$ cat config.mk
export PLATFORM = sky130hd
export DESIGN_NAME = alu_issue
export DESIGN_NICKNAME = d
export VERILOG_FILES = /design/src/rtl/alu_issue.sv
export SDC_FILE = /design/constraint.sdc
export NUM_CORES = 1
export LEC_CHECK = 0
export CAP_MARGIN = 10
export CORE_ASPECT_RATIO = 1.75
export CORE_MARGIN = 5
export CORE_UTILIZATION = 49
export CTS_CLUSTER_SIZE = 24
export DETAILED_ROUTE_END_ITERATION = 10
export MAX_ROUTING_LAYER = met4
export PLACE_DENSITY = 0.8
export SYNTH_ARGS = -nofsm -noshare
export SYNTH_HDL_FRONTEND = slang
export SYNTH_SLANG_ARGS = --single-unit
$ cat constraint.sdc
create_clock -name clk -period 1.5 [get_ports clk]
set_input_delay 0.3 -clock clk [delete_from_list [all_inputs] [get_ports clk]]
set_output_delay 0.3 -clock clk [all_outputs]
set_load 0.1 [all_outputs]
$ cat src/rtl/alu_issue.sv
// Issue/writeback stage feeding an 8-bit ALU with one-cycle registered latency.
// Holds the 8x8 register file, the instruction register and the architectural flags.
module alu_issue (
  input  logic        clk,
  input  logic        rst_n,
  input  logic [15:0] instr,
  input  logic        instr_valid,
  output logic        instr_ready,
  output logic [7:0]  alu_a,
  output logic [7:0]  alu_b,
  output logic [3:0]  alu_op,
  output logic [2:0]  alu_shamt,
  input  logic [7:0]  alu_out,
  input  logic [3:0]  alu_flags,
  output logic [3:0]  flags,
  output logic        busy,
  input  logic [2:0]  dbg_sel,
  output logic [7:0]  dbg_data
);

  typedef enum logic [1:0] {
    ST_IDLE = 2'd0,
    ST_EXEC = 2'd1,
    ST_WB   = 2'd2
  } state_t;

  state_t      state_q, state_d;
  logic [15:0] ir_q, ir_d;
  logic [7:0]  rf_q [8];
  logic [7:0]  rf_d [8];
  logic [3:0]  flags_q, flags_d;
  logic        ready_q, ready_d;
  logic        busy_q, busy_d;
  logic [2:0]  rd_s, rs1_s, rs2_s;

  assign rd_s  = ir_q[11:9];
  assign rs1_s = ir_q[8:6];
  assign rs2_s = ir_q[5:3];

  // r0 is hardwired to zero on every read port
  assign alu_a     = (rs1_s == 3'd0) ? 8'h00 : rf_q[rs1_s];
  assign alu_b     = (rs2_s == 3'd0) ? 8'h00 : rf_q[rs2_s];
  assign dbg_data  = (dbg_sel == 3'd0) ? 8'h00 : rf_q[dbg_sel];
  assign alu_op    = ir_q[15:12];
  assign alu_shamt = ir_q[2:0];

  assign instr_ready = ready_q;
  assign busy        = busy_q;
  assign flags       = flags_q;

  always_comb begin
    state_d = state_q;
    ir_d    = ir_q;
    rf_d    = rf_q;
    flags_d = flags_q;
    case (state_q)
      ST_IDLE: begin
        if (instr_valid) begin
          ir_d    = instr;
          state_d = ST_EXEC;
        end else begin
          state_d = ST_IDLE;
        end
      end
      ST_EXEC: begin
        state_d = ST_WB;
      end
      ST_WB: begin
        // Writeback shares its edge with the next accept, so a dependent
        // instruction sees the new value in its EXEC cycle without forwarding.
        if (rd_s != 3'd0) begin
          rf_d[rd_s] = alu_out;
        end else begin
          rf_d[0] = 8'h00;
        end
        flags_d = alu_flags;
        if (instr_valid) begin
          ir_d    = instr;
          state_d = ST_EXEC;
        end else begin
          state_d = ST_IDLE;
        end
      end
      default: begin
        state_d = ST_IDLE;
      end
    endcase
    ready_d = (state_d != ST_EXEC);
    busy_d  = (state_d != ST_IDLE);
  end

  always_ff @(posedge clk or negedge rst_n) begin
    if (!rst_n) begin
      state_q <= ST_IDLE;
      ir_q    <= 16'h0000;
      flags_q <= 4'h0;
      ready_q <= 1'b1;
      busy_q  <= 1'b0;
      for (int i = 0; i < 8; i++) begin
        rf_q[i] <= 8'h00;
      end
    end else begin
      state_q <= state_d;
      ir_q    <= ir_d;
      flags_q <= flags_d;
      ready_q <= ready_d;
      busy_q  <= busy_d;
      for (int i = 0; i < 8; i++) begin
        rf_q[i] <= rf_d[i];
      end
    end
  end

endmodule

# Yosys cells after proc, flatten, opt, wreduce, memory -nomap -nowiden
# Cells that the tools add are included.
dict set report classes {
  n_lt_le_gt_ge 5
  n_eq_ne 3
  mux 18
  bitwise 4
  n_reduce_logical 10
}
# cell count
set op_table {}
lappend op_table {{2-to-1 mux 8 bit} 11}
lappend op_table {{binary-select mux 8 bit (select 3 bit)} 3}
lappend op_table {{bitwise mux 64 bit} 1}
lappend op_table {{demux 8 bit (select 3 bit)} 1}
lappend op_table {{>= comparator 4 bit (second input constant)} 4}
lappend op_table {{NOT 3 -> 4 bit} 4}
lappend op_table {{zero test 3 bit} 3}
lappend op_table {{less-than comparator 4 x 1 -> 1 bit (second input constant)} 1}
lappend op_table {{one-hot mux 2 bit (2 select lines)} 1}
lappend op_table {{AND reduction 2 bit} 2}
lappend op_table {{nonzero test 3 bit} 1}
lappend op_table {{== test 2 x 1 -> 1 bit (second input constant)} 1}
lappend op_table {{== test 2 bit (second input constant)} 1}
lappend op_table {{zero test 2 bit} 1}
lappend op_table {{inequality test 2 x 1 -> 1 bit (second input constant)} 1}
lappend op_table {{nonzero test 2 bit} 1}
lappend op_table {{OR reduction 2 bit} 1}
lappend op_table {{logical AND 1 bit} 1}
lappend op_table {{2-to-1 mux 1 bit} 1}
dict set report word_totals {
  regBits 88
  word_cells 53
}

# Longest topological paths before layout
# Gate-level depths: netlist of run 1.
dict set report depth {
  word_depth 7
  ltp_mapped 6
  depth_no_buf 4
}

# Worst setup path before layout of run 1
# Ideal clock, no wire load.
dict set report synth_timing {
  path_kind {register -> output}
  startpoint {reg ir_q[6]}
  endpoint {out alu_a[0]}
  t_arrival_ns 3.315
  required_ns 1.200
  setup_slack_ns -2.115
  path_stages_with_launch 6
  path_cell_list {dfrtp_1 buf_2 buf_4 buf_4 mux2i_1 a221oi_1}
}
dict set report synth_between {
  elab_chain_cells 5
}
# item line
set synth_lines {}
lappend synth_lines {{from (decl)} 28} ;# logic [15:0] ir_q, ir_d;
lappend synth_lines {{from (signal assigned)} 104} ;# ir_q <= ir_d;
lappend synth_lines {{NOT 3 -> 4 bit (not written as such)} 41} ;# assign alu_a = (rs1_s == 3'd0) ? 8'h00 : rf_q[rs1_s];
lappend synth_lines {{binary-select mux 8 bit (select 3 bit)} 41}
lappend synth_lines {{2-to-1 mux 8 bit (not written as such) (2 in series)} 41}
lappend synth_lines {{2-to-1 mux 8 bit *} 41}
lappend synth_lines {{to (decl)} 9} ;# output logic [7:0] alu_a,
# Every way passes the cells marked *; elsewhere a longest branch is shown, timed or not. The select of a mux whose other input is x is not followed.

# Final worst setup path of run 1
dict set report layout_timing {
  startpoint {reg ir_q[3]}
  endpoint {out alu_b[6]}
}
dict set report layout_between {
  elab_chain_cells 5
}
# item line
set layout_lines {}
lappend layout_lines {{NOT 3 -> 4 bit (not written as such)} 42} ;# assign alu_b = (rs2_s == 3'd0) ? 8'h00 : rf_q[rs2_s];
lappend layout_lines {{binary-select mux 8 bit (select 3 bit)} 42}
lappend layout_lines {{2-to-1 mux 8 bit (not written as such) (2 in series)} 42}
lappend layout_lines {{2-to-1 mux 8 bit *} 42}
lappend layout_lines {{to (decl)} 10} ;# output logic [7:0] alu_b,
# Marked as above.

==> results of run 1 <==
## kinds of logic (layout without fill, tap and decap cells)
| group | after synthesis | count (layout) | synth area share [%] |
|---|---|---|---|
| muxes | 146 | 146 | 35.9 |
| DFF | 80 | 80 | 44.8 |
| and+or+nand+nor | 36 | 36 | 5.66 |
| AOI/OAI and AO/OA | 53 | 53 | 9.35 |
| buffers and inverters | 37 | 179 | 4.28 |
## registers in the layout, indices dropped and copies added (netlist names)
name         count
ir_q            16
state_q          2
instr_ready      1
busy             1
rf_q            56
flags            4
## cells in the final DEF, fill, tap and decap left out, drive strengths merged
cell and n:
or2 1, mux2 114, dlygate4sd3 1, dfstp 1, dfrtp 79, a21oi 3, nor3 1, inv 4
nor2b 4, clkbuf 18, and2b 2, mux2i 32, nand2 7, a31oi 3, bufbuf 2, clkdlybuf4s50 29
o21ai 2, nor2 9, a221oi 35, nor3b 3, dlygate4sd2 1, o22ai 8, and2 2, nand2b 4
nand3b 3, a22o 2, buf 124
## critical path, cell delays in order (launching register included)
cell and delay (ns):
sky130_fd_sc_hd__dfrtp_2 0.47, sky130_fd_sc_hd__buf_12 0.17, sky130_fd_sc_hd__mux2_4 0.31, sky130_fd_sc_hd__a221oi_4 0.36, sky130_fd_sc_hd__a221oi_4 0.08, sky130_fd_sc_hd__buf_12 0.19
## per-layer routing
layer | vias up | track usage, % | wire length [um]
met5 | - | - | 0
met4 | 0 | 23.3 | 1620
met3 | 138 | 6.43 | 1280
met2 | 274 | 54.2 | 9680
met1 | 2081 | 34.1 | 6520
li1 | 1625 | - | -
## cell type report
class / instances / area, sq um
flip-flops and latches: 80 / 2010
well taps: 120 / 150
inverters: 4 / 15.0
clock buffers: 16 / 282
fillers: 398 / 1100
multi-input cells: 235 / 3340
repair buffers: 159 / 2070
## where the power goes
group          internal (W)  leakage [nW]  total, W  switching [W]
combinational       0.00412          2.21   0.00905        0.00493
clock               0.00126         0.137   0.00216       0.000900
sequential          0.00294         0.958   0.00402        0.00108
total               0.00832          3.30    0.0152        0.00691
## through the flow
stage          utilization, %  hold WS (ns)  area, sq um  setup slack [ns]  TNS [ns]
6_report                 87.7         0.388         7880            -0.738    -14.54
5_1_grt                  87.7         0.415         7880            -0.765    -16.34
4_1_cts                  84.2         0.401         7560            -0.649    -12.70
3_5_place_dp             74.8         0.209         6720            -0.702    -13.01
3_3_place_gp             74.8         0.208         6720            -0.706    -12.02
2_1_floorplan               -       0.00441         5180            -0.669    -10.39
## what timing repair did
action | 4_1_cts | 5_1_grt
buffers inserted | 7 | 8
hold endpoints to repair | 19 | 0
pin swaps | 20 | 25
gates cloned | 3 | 2
hold buffers | 1 | 0
endpoints found under the setup margin | 35 | 48
gates resized for setup | 75 | 42
## worst paths after layout
| kind | from | endpoint | depth (start not counted) |
|---|---|---|---|
| worst min register to register | state_q[1] | state_q[1] | 1 |
| worst max-delay path | ir_q[3] | alu_b[6] | 5 |
| min in group clk | instr[3] | ir_q[3] | 3 |
| worst min-delay path | rst_n | ir_q[8] | 2 |
| max in group asynchronous | rst_n | ir_q[3] | 3 |
| worst max register to register | state_q[0] | rf_q[22] | 4 |
==> impl.org, run 1 <==
** Clock tree
- Buffers inserted during clock tree synthesis total 9.
- For the worst-skew pair, the clock arrives at the later sink with an insertion delay of around 0.35 ns.
- Clock tree synthesis found a total of 80 sinks.
- In this run the clock root is driven by a sky130_fd_sc_hd__clkbuf_16.
- Clock-pin slew was measured on the worst setup and hold paths at 0.06 ns.
- Clock Path Buffers :: 2
- TritonCTS clock tree :: done
- H-tree depth :: 3

** Synthesis
- The share of the Yosys chip area taken by registers is approximately 45%.
- Sorting the synthesized cells by area gives the leading types as sky130_fd_sc_hd__dfrtp_1, sky130_fd_sc_hd__mux2_2, sky130_fd_sc_hd__mux2i_1.
- After synthesis, the share of flip-flops with an asynchronous set or reset is 100%.
- Top post-synthesis cells by count :: sky130_fd_sc_hd__mux2_2, sky130_fd_sc_hd__dfrtp_1, sky130_fd_sc_hd__a221oi_1, sky130_fd_sc_hd__mux2i_1, sky130_fd_sc_hd__buf_4
- The synthesized design contains 80 register bits.
- Post-synthesis instance total :: 352
- Synth cell types :: 28
- Among all cell types in the netlist, the one instantiated most often is sky130_fd_sc_hd__mux2_2.
- Mapped cell area :: between 4000 and 5000 sq um
- During synthesis, Yosys emitted a total of 0 warnings.
- In the synthesized netlist the dominant register cell turns out to be sky130_fd_sc_hd__dfrtp_1.
- Dividing the synthesized area by the synthesized cell count gives between 10 and 15 sq um.
- Library cell with the largest summed area after synthesis :: sky130_fd_sc_hd__dfrtp_1
- The number of nets in the synthesized netlist is 386.
- Top-area cell type share of the netlist area :: 44.2%
- The synthesized design contains 0 enable-type register cells.

** Global route
- Global-route wire length before repair :: 25,600 um
- The total overflow left after global routing is 0.
- GRT Util Overall :: 32.9%
- Vias in the first global route :: 4,445
- Antenna violations before repair :: 0
- Pin count of the biggest net entering global routing :: between 40 and 50

** Floorplan
- The floorplan step set the die width to roughly 82 um.
- 71 I/O pins were placed.
- The core region is 8980 sq um.
- For this configuration, the core starts out at a cell density of 49.8%.
- The die covers approximately 11,000 sq um.
- In this run the core area contains 46 standard-cell rows.
- The die is 136 um tall.

** Timing
- Of the available clock period, the critical path in the final layout requires 149%.
- Final clock skew :: 0.00918 ns
- Post-route worst setup slack :: -0.738 ns
- Max transition margin :: 65.6%
- The final count of pins violating max slew came to 0.
- Based on the critical path, the design can be clocked at up to 447 MHz.
- Post-route minimum period :: 2.24 ns
- Transition time at the pin with the least slew margin :: 0.515 ns
- Setup repair after global routing could not meet its margin everywhere.
- The total count of hold-check failures in the final report came to 0.
- Setup violations remaining at the end of the flow were counted as 31.

** Critical path
- Required time of the worst setup path :: 1.20 ns
- Critical path launch point type :: register
- Largest fanout of any net on the critical path :: 6
- R2R setup slack :: -0.06 ns
- Crit path DAT :: 1.94 ns
- STA classifies the critical path endpoint as a primary output.
- The critical path is of the register to primary output type.

** Route
- Post-detailed-route DRC marker count :: 0
- Per-cell via count in the routed design :: 6.71
- The first detailed-routing pass ran for 7 iterations.
- Dividing the detail-routed wire length by the instance count gives 31.1 um.
- Detailed routing inserted a total of 4,118 vias.
- The final layout contains routed wiring with a total length of 19,100 um.
- The detailed router finished its first iteration with 366 violations.
- Number of routed nets with antenna violations :: 0

** Power and ir drop
- Overall power consumption after layout is estimated at 0.0152 W.
- Worst VDD drop :: 0.00123 V
- Summed over all cells, the static leakage comes to 3.30 nW.
- Pwr dens :: 1930 nW/um^2

** Placement
- The wire-length estimate of the detail-placed layout is 9960 um.
- Cell count after placement :: 577
- Routability Congestion :: 0.902
- The count of buffers added on input and output ports is 70.

** Hold path
- Worst hold path type :: input port to asynchronous set/reset pin

** Flow run
- Max-cap check violation count :: 0

** Run status
- Violations in the final reports :: negative setup slack
- Status :: finished with violations

** Finish
- Layout cells sized above 1 :: between 60 and 70%
- For this run, the post-layout net count is between 500 and 600.
- # diodes :: 0
- After the flow finishes, the layout carries non-filler instances totaling about 600.
- Area overhead of the layout relative to synthesis :: 76.2%
No activity file was read; power rests on OpenSTA's default activity.
==> run 2, diff against run 1 <==
--- a/config.mk
+++ b/config.mk
@@ -6,13 +6,15 @@
 export NUM_CORES = 1
 export LEC_CHECK = 0
 export CAP_MARGIN = 10
+export CELL_PAD_IN_SITES_DETAIL_PLACEMENT = 0
+export CELL_PAD_IN_SITES_GLOBAL_PLACEMENT = 1
 export CORE_ASPECT_RATIO = 1.75
 export CORE_MARGIN = 5
-export CORE_UTILIZATION = 49
+export CORE_UTILIZATION = 39
 export CTS_CLUSTER_SIZE = 24
 export DETAILED_ROUTE_END_ITERATION = 10
 export MAX_ROUTING_LAYER = met4
-export PLACE_DENSITY = 0.8
+export PLACE_DENSITY = 0.79
 export SYNTH_ARGS = -nofsm -noshare
 export SYNTH_HDL_FRONTEND = slang
 export SYNTH_SLANG_ARGS = --single-unit
==> run 2 against run 1 <==
Compared with the run above: via count is 11% lower; clock-buffer cell count shrank 3; worst setup slack improved by 0.11 ns; power shrank 6.0%; final area shrank 1.9%; sequential power shrank 5.5%; maximum frequency grew 5.1%; critical path depth increased by 1; sequential cell count unchanged; clock skew fell by 0.0033 ns; routed wire length is 22% lower; the run still ends with negative setup slack left; largest cell class unchanged.
==> impl.org, run 2 (synthesis results as in run 1) <==
** Run status
- The flow ran to the end, but the final reports show violations.
- Violations in the final reports :: negative setup slack

** Finish
- The number of flip-flops in the largest register is 56 (unchanged).
- Area overhead of the layout relative to synthesis :: 72.9%
- Layout cells sized above 1 :: 66.8% (-2.2 points)
- The total of fill cells in the finished design was 711 (+79%).
- Total area of sequential cells :: 2010 sq um (-0.19%)
- The post-layout net count came to 522 (-0.19%).
- In the layout the commonest cells are sky130_fd_sc_hd__dfrtp_1, sky130_fd_sc_hd__mux2_2, sky130_fd_sc_hd__buf_4.
- Multi-input gate area :: 3270 sq um (-2.3%)
- Most common cell after layout, fill and taps aside :: sky130_fd_sc_hd__dfrtp_1
- Register bank with the most flops :: rf_q
- Post-route cell area :: 7730 sq um (-1.9%)

** Timing
- Max transition margin :: 77.0% (+11 points)
- The worst slack on hold paths is 0.396 ns (+0.00760 ns).
- Post-route minimum period :: 2.13 ns (-0.108 ns)
- The final critical-path share of the clock period came to 142% (-7.2 points).
- Maximum clock frequency :: 469 MHz (+5.1%)
- Endpoints failing hold :: 0 (unchanged)
- Setup repair after global routing missed its margin :: yes
- Final clock skew :: 0.00585 ns (-0.00333 ns)
- The final count of pins violating max slew came to 0 (unchanged).
- Post-route worst setup slack :: -0.630 ns (+0.108 ns)
- The final number of setup-violating endpoints came to 24 (-23%).
- Transition time at the pin with the least slew margin :: 0.335 ns (-0.180 ns)

** Clock tree
- TritonCTS clock tree :: done
- Clock latency reported for the late side of the worst-skew pair :: 0.34 ns (about the same)
- The total CTS buffers was 9 (unchanged).
- The clock net sink count is 80 (unchanged).
- Clk root buf :: sky130_fd_sc_hd__clkbuf_16
- The register clock-pin slew on the reported worst setup and hold paths came to 0.06 ns (about the same).
- The number of buffers on the longest clock path was 2 (unchanged).
- The number of levels the H-tree was split into was 3 (unchanged).

** Floorplan
- The area of the die came to 13,800 sq um (+23%).
- Die span in y :: 152 um (+11%)
- X dimension of the die :: 90.9 um (+11%)
- The placeable core region was 11,200 sq um (+24%).
- Total number of placement rows :: 51 (+11%)
- Num ports :: 71 (unchanged)
- The starting density of the core was 40.0% (-9.8 points).

** Power and ir drop
- The static power due to leakage is 3.25 nW (-1.7%).
- Pwr dens :: 1850 nW/um^2 (-4.2%)
- The peak ir drop on the vdd network was 0.00140 V (+14%).
- The post-route total power was 0.0143 W (-6.0%).

** Hold path
- Worst hold path type :: input port to asynchronous set/reset pin

** Route
- The number of design-rule violations left by the first detailed-router iteration came to 199 (-46%).
- The final antenna-violating net count came to 0 (unchanged).
- Total vias in the final route :: 3,652 (-11%)
- The sum of met2 wire segment lengths after detailed routing was 8140 um (-16%).
- The length of the first detailed-routing pass in iterations is 4 (-3).
- Uppermost signal routing layer after detailed routing :: met4
- Drt total wl :: 14,900 um (-22%)
- The wire length on met1 came to 5420 um (-17%).
- The post-route DRC violation count came to 0 (unchanged).
- Sum of met3 wire segment lengths after detailed routing :: 839 um (-34%)
- The post-detailed-route via-to-cell ratio is 5.85 (-13%).
- Average detailed-routed wire length per instance :: 24.0 um (-23%)

** Placement
- Cell area after placement :: 6790 sq um (+1.0%)
- Routability Congestion :: 0.890 (-1.4%)
- Half-perimeter wire length of the detailed placement result :: 9930 um (-0.35%)
- The worst setup slack before clock tree synthesis is -0.716 ns (-0.0145 ns).
- Port Buf Inserts :: 70 (unchanged)

** Flow run
- Max-cap check violation count :: 0 (unchanged)

** Critical path
- Crit path DAT :: 1.83 ns (-0.11 ns)
- STA classifies the critical path endpoint as a primary output.
- Required time of the worst setup path :: 1.20 ns (about the same)
- Count of cells along the worst register-to-register path :: 4 (unchanged)
- The critical path is of the register to primary output type.
- Largest fanout of any net on the critical path :: 4 (-2)
- The worst setup path is launched from a register.

** Global route
- The via count of the first global-routing pass was 4,053 (-8.8%).
- The initial antenna violation count is 1 (+1).
- The sum of overflow across all layers after global routing came to 0 (unchanged).
- Global-route wire length before repair :: 23,000 um (-10%)
- GRT Util Overall :: 22.6% (-10 points)
- Pin count of the biggest net entering global routing :: 32 (-22%)
run 2: cell count changes in the layout (fill, tap and decap cells not counted), moves of 3 or more:
cell,change
sky130_fd_sc_hd__mux2_4,-3
sky130_fd_sc_hd__mux2i_2,-4
sky130_fd_sc_hd__buf_8,-3
sky130_fd_sc_hd__nand2b_1,+3
sky130_fd_sc_hd__buf_6,+3
sky130_fd_sc_hd__mux2_2,+3
sky130_fd_sc_hd__dfrtp_2,-3
sky130_fd_sc_hd__mux2i_1,+5
sky130_fd_sc_hd__dfrtp_1,+3
sky130_fd_sc_hd__buf_12,+3
run 2: cell type report:
type	count	share of cell area [%]
Antenna cell	1	0.0324
Clock buffer	13	3.24
Clock inverter	1	0.0648
Inverter	4	0.194
Multi-Input combinational cell	235	42.3
Sequential cell	80	26.0
Tap cell	132	2.14
Timing Repair Buffer	158	26.1
run 2: through the flow:
step	TNS (ns)	util [%]	std cells
after CTS	-12.41	67.4	616
after global placement	-11.90	60.8	591
after global routing	-13.80	69.2	624
after floorplan	-10.39	-	352
final	-12.24	69.2	624
after detailed placement	-12.36	60.8	591
run 2: worst paths after layout:
check / startpoint / to / slack, ns
max in group asynchronous: rst_n / instr_ready / 0.58
setup reg to reg: state_q[0] / rf_q[22] / 0.02
min in group clk: state_q[1] / state_q[1] / 0.54
hold / removal: rst_n / ir_q[0] / 0.40
setup / recovery: ir_q[3] / alu_b[5] / -0.63
hold reg to reg: state_q[1] / state_q[1] / 0.54
run 2: routing by layer:
layer	up-vias	track usage (%)
met3	43	4.94
met1	1849	23.9
met4	0	11.1
met2	139	39.6
li1	1621	-
met5	-	-
run 2: what timing repair did:
item,4_1_cts,5_1_grt
gates cloned,2,0
buffers inserted,8,7
hold endpoints to repair,18,0
endpoints found under the setup margin,24,40
hold buffers,1,0
pin swaps,18,11
gates resized for setup,69,24
run 2: worst max-delay path, stage by stage, from the launching register on:
cell,delay (ns)
sky130_fd_sc_hd__dfrtp_1,0.40
sky130_fd_sc_hd__buf_4,0.17
sky130_fd_sc_hd__and2b_4,0.19
sky130_fd_sc_hd__buf_12,0.14
sky130_fd_sc_hd__a221oi_4,0.33
sky130_fd_sc_hd__a221oi_4,0.07
sky130_fd_sc_hd__buf_12,0.19
run 2: power breakdown:
group / internal [W] / switching [W] / leakage (nW)
Combinational: 0.00398 / 0.00456 / 2.16
Sequential: 0.00294 / 0.000857 / 0.962
Clock: 0.00115 / 0.000833 / 0.126
